## src/rtl/ifetch_predict_pkg.sv

```systemverilog
// Shared pipeline configuration for the fetch stage: opcodes, reset PC,
// branch-counter encodings and fetch FSM states.
package ifetch_predict_pkg;

   localparam logic [31:0] RESET_PC_DEFAULT = 32'h0040_0000;

   localparam logic [5:0] OP_REGIMM = 6'h01;
   localparam logic [5:0] OP_J      = 6'h02;
   localparam logic [5:0] OP_JAL    = 6'h03;
   localparam logic [5:0] OP_BEQ    = 6'h04;
   localparam logic [5:0] OP_BNE    = 6'h05;
   localparam logic [5:0] OP_BLEZ   = 6'h06;
   localparam logic [5:0] OP_BGTZ   = 6'h07;

   typedef enum logic [1:0] {
      CTR_SNT = 2'b00,
      CTR_WNT = 2'b01,
      CTR_WT  = 2'b10,
      CTR_ST  = 2'b11
   } ctr_e;

   typedef enum logic {
      ST_SEQ  = 1'b0,
      ST_SLOT = 1'b1
   } fetch_state_e;

   function automatic logic is_cond_branch(input logic [5:0] op);
      return (op == OP_REGIMM) || (op == OP_BEQ) || (op == OP_BNE) ||
             (op == OP_BLEZ)   || (op == OP_BGTZ);
   endfunction

   function automatic logic is_jump(input logic [5:0] op);
      return (op == OP_J) || (op == OP_JAL);
   endfunction

endpackage

```

## src/rtl/ifetch_predict_bht.sv

```systemverilog
// Branch history table of 2-bit saturating counters: combinational lookup,
// one training port, all entries weakly not-taken on reset.
module fetch_bht
   import ifetch_predict_pkg::*;
#(
   parameter int unsigned IDX_W = 6
) (
   input  logic             CLK,
   input  logic             RESET,
   input  logic [IDX_W-1:0] rd_idx,
   output logic [1:0]       rd_ctr,
   input  logic             upd_valid,
   input  logic [IDX_W-1:0] upd_idx,
   input  logic             upd_taken
);

   localparam int unsigned DEPTH = 1 << IDX_W;

   logic [1:0] table_q [DEPTH];

   // Read is taken from the registered array, so a same-cycle update at the
   // same index is only visible on the following cycle.
   assign rd_ctr = table_q[rd_idx];

   always_ff @(posedge CLK or negedge RESET) begin
      if (!RESET) begin
         for (int unsigned i = 0; i < DEPTH; i++) begin
            table_q[i] <= CTR_WNT;
         end
      end else if (upd_valid) begin
         if (upd_taken) begin
            if (table_q[upd_idx] != CTR_ST) table_q[upd_idx] <= table_q[upd_idx] + 2'd1;
         end else begin
            if (table_q[upd_idx] != CTR_SNT) table_q[upd_idx] <= table_q[upd_idx] - 2'd1;
         end
      end
   end

endmodule

```

## src/rtl/ifetch_predict.sv

```systemverilog
// Instruction fetch with predecode-based branch prediction and delay-slot
// handling; results are registered into the IF/ID outputs.
module ifetch_predict
   import ifetch_predict_pkg::*;
#(
   parameter logic [31:0] RESET_PC  = RESET_PC_DEFAULT,
   parameter int unsigned BHT_IDX_W = 6
) (
   input  logic        CLK,
   input  logic        RESET,
   input  logic        STALL,
   input  logic        FLUSH,
   input  logic [31:0] FLUSH_TARGET,
   input  logic        BR_UPD_VALID,
   input  logic [31:0] BR_UPD_PC,
   input  logic        BR_UPD_TAKEN,
   output logic        IMEM_REQ,
   output logic [31:0] IMEM_ADDR,
   input  logic        IMEM_VALID,
   input  logic [31:0] IMEM_DATA,
   output logic [31:0] Instr1_OUT,
   output logic [31:0] Instr_PC_OUT,
   output logic [31:0] Instr_PC_Plus4_OUT,
   output logic        Branch_prediction_OUT,
   output logic [1:0]  Branch_predictions_OUT
);

   fetch_state_e state, state_nxt;
   logic [31:0]  pc, target_q;
   logic [31:0]  pc_plus4, br_target, j_target, pred_target;
   logic [5:0]   opcode;
   logic [15:0]  imm;
   logic [1:0]   bht_ctr, pred_ctr;
   logic         pred_bit, pred_taken, fetch_done;
   logic         unused_upd_bits;

   assign unused_upd_bits = ^{BR_UPD_PC[31:BHT_IDX_W+2], BR_UPD_PC[1:0]};

   fetch_bht #(.IDX_W(BHT_IDX_W)) u_bht (
      .CLK       (CLK),
      .RESET     (RESET),
      .rd_idx    (pc[BHT_IDX_W+1:2]),
      .rd_ctr    (bht_ctr),
      .upd_valid (BR_UPD_VALID),
      .upd_idx   (BR_UPD_PC[BHT_IDX_W+1:2]),
      .upd_taken (BR_UPD_TAKEN)
   );

   assign IMEM_REQ   = !STALL && !FLUSH;
   assign IMEM_ADDR  = pc;
   assign fetch_done = IMEM_REQ && IMEM_VALID;

   assign opcode    = IMEM_DATA[31:26];
   assign imm       = IMEM_DATA[15:0];
   assign pc_plus4  = pc + 32'd4;
   assign br_target = pc_plus4 + {{14{imm[15]}}, imm, 2'b00};
   assign j_target  = {pc_plus4[31:28], IMEM_DATA[25:0], 2'b00};

   // Predecode; a word fetched as a delay slot never carries a prediction.
   always_comb begin
      pred_bit    = 1'b0;
      pred_ctr    = 2'b00;
      pred_taken  = 1'b0;
      pred_target = br_target;
      if (state == ST_SEQ) begin
         if (is_cond_branch(opcode)) begin
            pred_ctr   = bht_ctr;
            pred_bit   = bht_ctr[1];
            pred_taken = bht_ctr[1];
         end else if (is_jump(opcode)) begin
            pred_ctr    = CTR_ST;
            pred_bit    = 1'b1;
            pred_taken  = 1'b1;
            pred_target = j_target;
         end
      end
   end

   always_comb begin
      state_nxt = state;
      if (FLUSH) begin
         state_nxt = ST_SEQ;
      end else if (fetch_done) begin
         case (state)
            ST_SEQ:  if (pred_taken) state_nxt = ST_SLOT;
            ST_SLOT: state_nxt = ST_SEQ;
            default: state_nxt = ST_SEQ;
         endcase
      end
   end

   always_ff @(posedge CLK or negedge RESET) begin
      if (!RESET) begin
         state                  <= ST_SEQ;
         pc                     <= RESET_PC;
         target_q               <= '0;
         Instr1_OUT             <= '0;
         Instr_PC_OUT           <= '0;
         Instr_PC_Plus4_OUT     <= '0;
         Branch_prediction_OUT  <= 1'b0;
         Branch_predictions_OUT <= '0;
      end else begin
         state <= state_nxt;
         if (FLUSH) begin
            pc                     <= FLUSH_TARGET;
            Instr1_OUT             <= '0;
            Instr_PC_OUT           <= '0;
            Instr_PC_Plus4_OUT     <= '0;
            Branch_prediction_OUT  <= 1'b0;
            Branch_predictions_OUT <= '0;
         end else if (!STALL) begin
            if (IMEM_VALID) begin
               Instr1_OUT             <= IMEM_DATA;
               Instr_PC_OUT           <= pc;
               Instr_PC_Plus4_OUT     <= pc_plus4;
               Branch_prediction_OUT  <= pred_bit;
               Branch_predictions_OUT <= pred_ctr;
               if (state == ST_SLOT) pc <= target_q;
               else                  pc <= pc_plus4;
               if (pred_taken) target_q <= pred_target;
            end else begin
               Instr1_OUT             <= '0;
               Instr_PC_OUT           <= '0;
               Instr_PC_Plus4_OUT     <= '0;
               Branch_prediction_OUT  <= 1'b0;
               Branch_predictions_OUT <= '0;
            end
         end
      end
   end

endmodule

```

## config.mk

```make
export PLATFORM = sky130hd
export DESIGN_NAME = ifetch_predict
export DESIGN_NICKNAME = d
export VERILOG_FILES = /design/src/rtl/ifetch_predict_pkg.sv /design/src/rtl/ifetch_predict_bht.sv /design/src/rtl/ifetch_predict.sv
export SDC_FILE = /design/constraint.sdc
export NUM_CORES = 1
export LEC_CHECK = 0
export BUFFER_PORTS_ARGS = -buffer_cell sky130_fd_sc_hd__buf_2
export CORE_ASPECT_RATIO = 0.8
export CORE_UTILIZATION = 58
export DETAILED_ROUTE_END_ITERATION = 8
export GPL_TIMING_DRIVEN = 0
export PLACE_DENSITY = 0.93
export SLEW_MARGIN = 10
export SYNTH_ARGS = -nofsm -noshare
export SYNTH_HDL_FRONTEND = slang
export SYNTH_SLANG_ARGS = --single-unit
```

## constraint.sdc

```tcl
create_clock -name CLK -period 5.14 [get_ports CLK]
set_input_delay 0.771 -clock CLK [delete_from_list [all_inputs] [get_ports CLK]]
set_output_delay 0.771 -clock CLK [all_outputs]
set_load 0.01 [all_outputs]
```

==> impl_metrics.py, run 1 <==
metrics = {
    "logic_synthesis": {
        "synthesis.nets": 1689,
        "yosys_warnings": 0,
        "ys_seq_elements": 289,
        "yosys.area.top_type": "dfrtp_1",
        "synthFlopType": "dfrtp_1",
        "synthTopCellsByArea": "dfrtp_1, dfstp_2, mux2_2",
        "post_synth_instance_area_um2": 16440,
        "synth-async-reset-ratio": 1.000,
        "ys_top_cells_by_count": "dfrtp_1, nor2_1, nand2_1",
        "avgSynthCellArea_um2": 10.63,
        "synth-edff-count": 0,
        "yosysMostFrequentCell": "dfrtp_1",
        "netlist.area_leader.share": 0.3409,
        "synth_cell_types": 78,
        "seq_area_frac_synth": 0.4448,
        "synthCells": 1547,
    },
    "cts": {
        "insertion_delay_ps": 590,
        "clk_pin_slew_ps": 60,
        "cts_setup_buffers": 0,
        "cts_buffers": 30,
        "cts_buffer_depth": 3,
        "clock_sinks": 289,
        "hold_buffers": 0,
        "clockRootBuffer": "clkbuf_16",
        "cts_max_level": 1,
        "cts_tree": "done",
    },
    "floorplanning": {
        "fp.dieArea_um2": 29030,
        "die_h_um": 152.6,
        "die_x_um": 190.3,
        "core-area_um2": 27570,
        "rows": 54,
        "io_pins": 235,
        "initial_core_util": 0.5965,
    },
    "global_routing": {
        "grt_antenna_before_repair": 0,
        "grt_max_degree": 116,
        "grt-ovfl-total": 0,
        "grt_pass1_wl_mm": 87.73,
        "grt_pass1_vias": 14326,
        "grtUsageTotal": 0.4020,
    },
    "critical_path": {
        "required_ps": 5610,
        "end_kind": "register",
        "worstPathMaxFanout": 10,
        "arrival_ps": 5500,
        "startpoint_type": "register",
        "worstSetupPathType": "reg -> reg",
    },
    "flow_run": {
        "max-cap-violations": 0,
    },
    "cells_and_area": {
        "seqCellArea_um2": 7313,
        "post-route-util": 0.6924,
        "drive_above_1_share": 0.3048,
        "multiInputGateArea_um2": 8527,
        "antennaDiodeCount": 0,
        "nFillCells": 2047,
        "areaGrowthSynthToFinish_pct": 16.09,
        "fin_nets": 1929,
    },
    "drt": {
        "drt_wl_total_mm": 58.04,
        "routed.top_layer": "met4",
        "drt-initial-drc-count": 2059,
        "dr.pass1.iters": 5,
        "wl_met1_mm": 23.96,
        "wl_met2_mm": 23.10,
        "wl_per_cell_um": 26.68,
        "vias": 14806,
        "dr_wl_met3_mm": 8.651,
        "antenna_left": 0,
        "viasPerCell": 6.807,
        "drc": 0,
    },
    "sta": {
        "slew_viol_final": 0,
        "worst_pin_slew_ps": 1271,
        "fin_skew_ps": 32.12,
        "fin_tns_setup_ps": 0,
        "setup_viol": 0,
        "relSlewSlack": 0.1498,
        "max_freq_ghz": 0.1987,
        "fin_crit_sh": 0.9794,
        "rsz0062_at_grt": "false",
        "fin_ws_ps": 106.1,
        "fin_crit_ps": 5034,
        "holdWs_ps": 250.7,
        "hold_viol": 0,
    },
    "place": {
        "globalplace.congestion": 1.016,
        "io_buffer_count": 206,
        "dp.final_hpwl_mm": 42.89,
        "pre_cts_ws_ps": -133.5,
    },
    "hold_path": {
        "hold_path.class": "in -> async",
    },
    "power": {
        "power_w": 0.007023,
        "peakVddDrop_uv": 260.8,
        "p_per_area_nw_per_um2": 367.9,
        "leakage_nw": 8.828,
    },
    "run_status": {
        "status": "finished clean",
    },
}
-- stage by stage --
stage	instances	cell area, um^2
floorplan	1547	16440
global placement	2117	17930
detailed placement	2120	18020
CTS	2176	19080
global route	2175	19090
finish	2175	19090
-- report_power, final --
group / internal, W / leakage, nW / switching [W]
clock network: 0.00140 / 0.520 / 0.000965
logic: 0.000709 / 4.67 / 0.000953
registers: 0.00265 / 3.64 / 0.000340
total: 0.00476 / 8.83 / 0.00226
-- what timing repair did --
item | in CTS | in global routing
gates resized for setup | 2 | 5
gates cloned | 0 | 0
endpoints found under the setup margin | 1 | 4
-- routing by layer --
layer	vias to the layer above	GRT usage
met2	1163	0.5325
met3	184	0.1462
li1	6156	-
met5	-	0
met1	7303	0.5971
met4	0	0.1467
-- kinds of logic after synthesis --
group,synth area share
compound gates,0.1675
buf+inv,0.03713
mux,0.1754
fa+ha+maj,0.03013
xor+xnor,0.02853
flops,0.4448
simple gates,0.1166
-- worst max-delay path: stages, from the launching register on --
cell and delay [ps]:
dfrtp_1 390, buf_4 210, clkbuf_2 350, clkbuf_2 410, nand2_1 90, nor2_1 150, nand2_1 90, xnor2_1 550
ha_1 430, o21a_1 200, o211ai_1 270, o21a_2 210, o32ai_2 130, a2111oi_4 530, nor3_1 150, or4_1 500
a31oi_1 190, a21oi_1 80
-- path summary, 6_finish.rpt --
check / from / end / slack, ps / depth (start not counted)
worst max register to register: IMEM_ADDR[4] / target_q[28] / 110 / 17
worst min register to register: target_q[1] / target_q[1] / 460 / 2
min in group CLK: FLUSH_TARGET[25] / IMEM_ADDR[25] / 420 / 3
max in group asynchronous: RESET / async pin / 3960 / 3
worst min-delay path: RESET / u_bht.table_q[59] / 250 / 2
worst max-delay path: IMEM_ADDR[4] / target_q[28] / 110 / 17
-- final cells by class --
cell class                      count  share of cell area
Buffer                            109             0.02904
Clock buffer                       43             0.04451
Clock inverter                     13             0.01095
Inverter                           15            0.002950
Multi-Input combinational cell   1133              0.4467
Sequential cell                   289              0.3831
Tap cell                          364             0.02386
Timing Repair Buffer              209             0.05886
-- placed cells by master, fill, tap and decap left out, types with 31 or more instances in the layout --
| cell type | n |
|---|---|
| a22o_1 | 98 |
| mux2i_1 | 59 |
| mux2_4 | 32 |
| clkbuf_1 | 73 |
| dfrtp_1 | 224 |
| ha_1 | 38 |
| dfstp_2 | 65 |
| mux2_2 | 117 |
| buf_2 | 220 |
| xnor2_1 | 31 |
| nand3_1 | 32 |
| nor2_1 | 138 |
| nand2_1 | 137 |
| o21ai_0 | 84 |
| a21oi_1 | 72 |
Note: power is estimated with default switching activity, not from simulation.
==> run 2: changes to the inputs <==
- PLACE_DENSITY: 0.93 -> 0.79
==> run 2 against run 1 <==
Routed wire length fell by 3.1%. Critical path depth rose by 1. Clock-buffer cell count fell by 3. Critical endpoint unchanged.
==> impl_metrics.py, run 2 (synthesized netlist as in run 1, its figures left out) <==
metrics = {
    "cts": {
        "cts_buffers": 30,
        "cts_setup_buffers": 0,
        "clock_sinks": 289,
        "cts_tree": "done",
        "cts_max_level": 1,
        "clk_pin_slew_ps": 60,
        "clockRootBuffer": "clkbuf_16",
        "cts_buffer_depth": 3,
        "insertion_delay_ps": 570,
    },
    "critical_path": {
        "crit_chain": "buf_4 > buf_6 > buf_6 > nand2_1 > nor2_1 > and3_1 > xor2_1 > ha_1 > buf_2 > a211o_1 > a21oi_1 > o21a_2 > o32ai_2 > a2111oi_4 > nor3_1 > or4_1 > a31oi_1 > a21oi_1",
        "critical_path.reg2reg.startpoint": "IMEM_ADDR[2]",
        "slowest_stage": "or4_1",
        "required_ps": 5580,
        "crit_buf_inv": 4,
        "worst_path_largest_cell_delay_ps": 490,
        "r2r_end": "target_q[28]",
        "reg2regPathDepth": 18,
        "startpoint_type": "register",
        "worstPathMaxFanout": 10,
        "end_kind": "register",
        "reg2reg_slack_ps": 170,
        "crit_family": "compound AO/OA/AOI/OAI gates",
        "arrival_ps": 5410,
        "worstSetupPathType": "reg -> reg",
    },
    "global_routing": {
        "grt-ovfl-total": 0,
        "grt_pass1_wl_mm": 85.15,
        "grtUsageTotal": 0.3888,
        "grt_max_degree": 115,
        "grt_pass1_vias": 13749,
        "grt_antenna_before_repair": 3,
    },
    "floorplanning": {
        "io_pins": 235,
        "initial_core_util": 0.5965,
        "die_x_um": 190.3,
        "core-area_um2": 27570,
        "rows": 54,
        "fp.dieArea_um2": 29030,
        "die_h_um": 152.6,
    },
    "sta": {
        "fin_skew_ps": 18.00,
        "relSlewSlack": 0.1389,
        "holdWs_ps": 161.2,
        "fin_crit_sh": 0.9674,
        "rsz0062_at_grt": "false",
        "max_freq_ghz": 0.2011,
        "slew_viol_final": 0,
        "worst_pin_slew_ps": 1287,
        "setup_viol": 0,
        "hold_viol": 0,
        "fin_crit_ps": 4972,
    },
    "hold_path": {
        "hold_path.class": "in -> async",
    },
    "run_status": {
        "status": "finished clean",
    },
    "drt": {
        "antenna_left": 0,
        "drc": 0,
        "vias": 14572,
        "wl_per_cell_um": 25.85,
        "drt_wl_total_mm": 56.25,
        "drt-initial-drc-count": 2170,
        "dr.pass1.iters": 5,
        "viasPerCell": 6.697,
    },
    "flow_run": {
        "max-cap-violations": 0,
    },
    "power": {
        "combPwrFrac": 0.235,
        "leakage_nw": 8.827,
        "p_sw_w": 0.002265,
        "peakVddDrop_uv": 299.0,
        "sw_frac_of_total": 0.3211,
        "p_clk_frac": 0.341,
        "power_frac_seq": 0.423,
        "internal_power_w": 0.004789,
        "p_per_area_nw_per_um2": 368.9,
    },
    "place": {
        "dp.final_hpwl_mm": 41.42,
        "globalplace.congestion": 1.065,
        "io_buffer_count": 206,
    },
    "cells_and_area": {
        "multiInputGateArea_um2": 8537,
        "final_common_cell": "dfrtp_1",
        "fin_nets": 1927,
        "final_cell_mix": "dfrtp_1, buf_2, nor2_1, nand2_1, mux2_2",
        "post-route-util": 0.6937,
        "drive_above_1_share": 0.3085,
        "nFillCells": 2126,
        "seqCellArea_um2": 7313,
        "areaGrowthSynthToFinish_pct": 16.29,
    },
}
## run 2: worst max-delay path by stage
stage,start,endpoint,slack (ps),cells past startpoint
global route,IMEM_ADDR[4],target_q[28],30,18
global placement,RESET,Instr1_OUT[19],-1950,1
finish,IMEM_ADDR[2],target_q[28],170,18
floorplan,BR_UPD_PC[2],u_bht.table_q[101],1030,17
CTS,IMEM_ADDR[4],target_q[28],2,18
detailed placement,BR_UPD_PC[2],u_bht.table_q[87],-220,13
## run 2: layout make-up
class / count / area share
Multi-Input combinational cell: 1133 / 0.4464
Sequential cell: 289 / 0.3825
Timing Repair Buffer: 208 / 0.05732
Clock buffer: 40 / 0.04659
Buffer: 108 / 0.02872
Tap cell: 364 / 0.02382
Clock inverter: 16 / 0.01132
Inverter: 15 / 0.002944
Antenna cell: 3 / 0.0003926
## run 2: timing repair
action	in CTS	in global routing
resized for setup	1	7
hold endpoints to repair	0	0
endpoints found under the setup margin	3	16
cloned	0	0
hold buffers	0	0
## run 2: per-stage QoR
| stage | total power, W | cell area [um^2] | setup slack (ps) | cells | setup TNS (ps) |
|---|---|---|---|---|---|
| detailed placement | 0.004589 | 17990 | -215.2 | 2119 | -8407 |
| global placement | 0.004527 | 17930 | -1948 | 2117 | -443580 |
| floorplan | 0.003942 | 16440 | 1033 | 1547 | 0 |
| global route | 0.007275 | 19120 | 28.88 | 2175 | 0 |
| CTS | 0.006982 | 19100 | 1.751 | 2175 | 0 |
| finish | 0.007053 | 19120 | 167.6 | 2176 | 0 |
## run 2: worst reg2reg max path, cell delays in order (launching register included)
cell and delay, ps:
dfrtp_1 450, buf_4 270, buf_6 250, buf_6 220, nand2_1 140, nor2_1 170
and3_1 240, xor2_1 470, ha_1 330, buf_2 170, a211o_1 320, a21oi_1 140
o21a_2 150, o32ai_2 120, a2111oi_4 460, nor3_1 160, or4_1 490, a31oi_1 200
a21oi_1 90
## run 2: layer usage
metal	wire, um	track usage	vias up
met5	0	0	-
met4	1783	0.1265	0
met3	8246	0.1331	129
met2	22030	0.4979	1041
met1	24190	0.6040	7228
li1	-	-	6174
## run 2: power by group through the flow
| stage | sequential, W | clock, W | combinational [W] |
|---|---|---|---|
| final | 0.00299 | 0.00241 | 0.00166 |
| after global routing | 0.00300 | 0.00250 | 0.00177 |
| after CTS | 0.00296 | 0.00242 | 0.00161 |
| after detailed placement | 0.00299 | 0 | 0.00160 |
| after global placement | 0.00298 | 0 | 0.00155 |
| after floorplan | 0.00288 | 0 | 0.00106 |
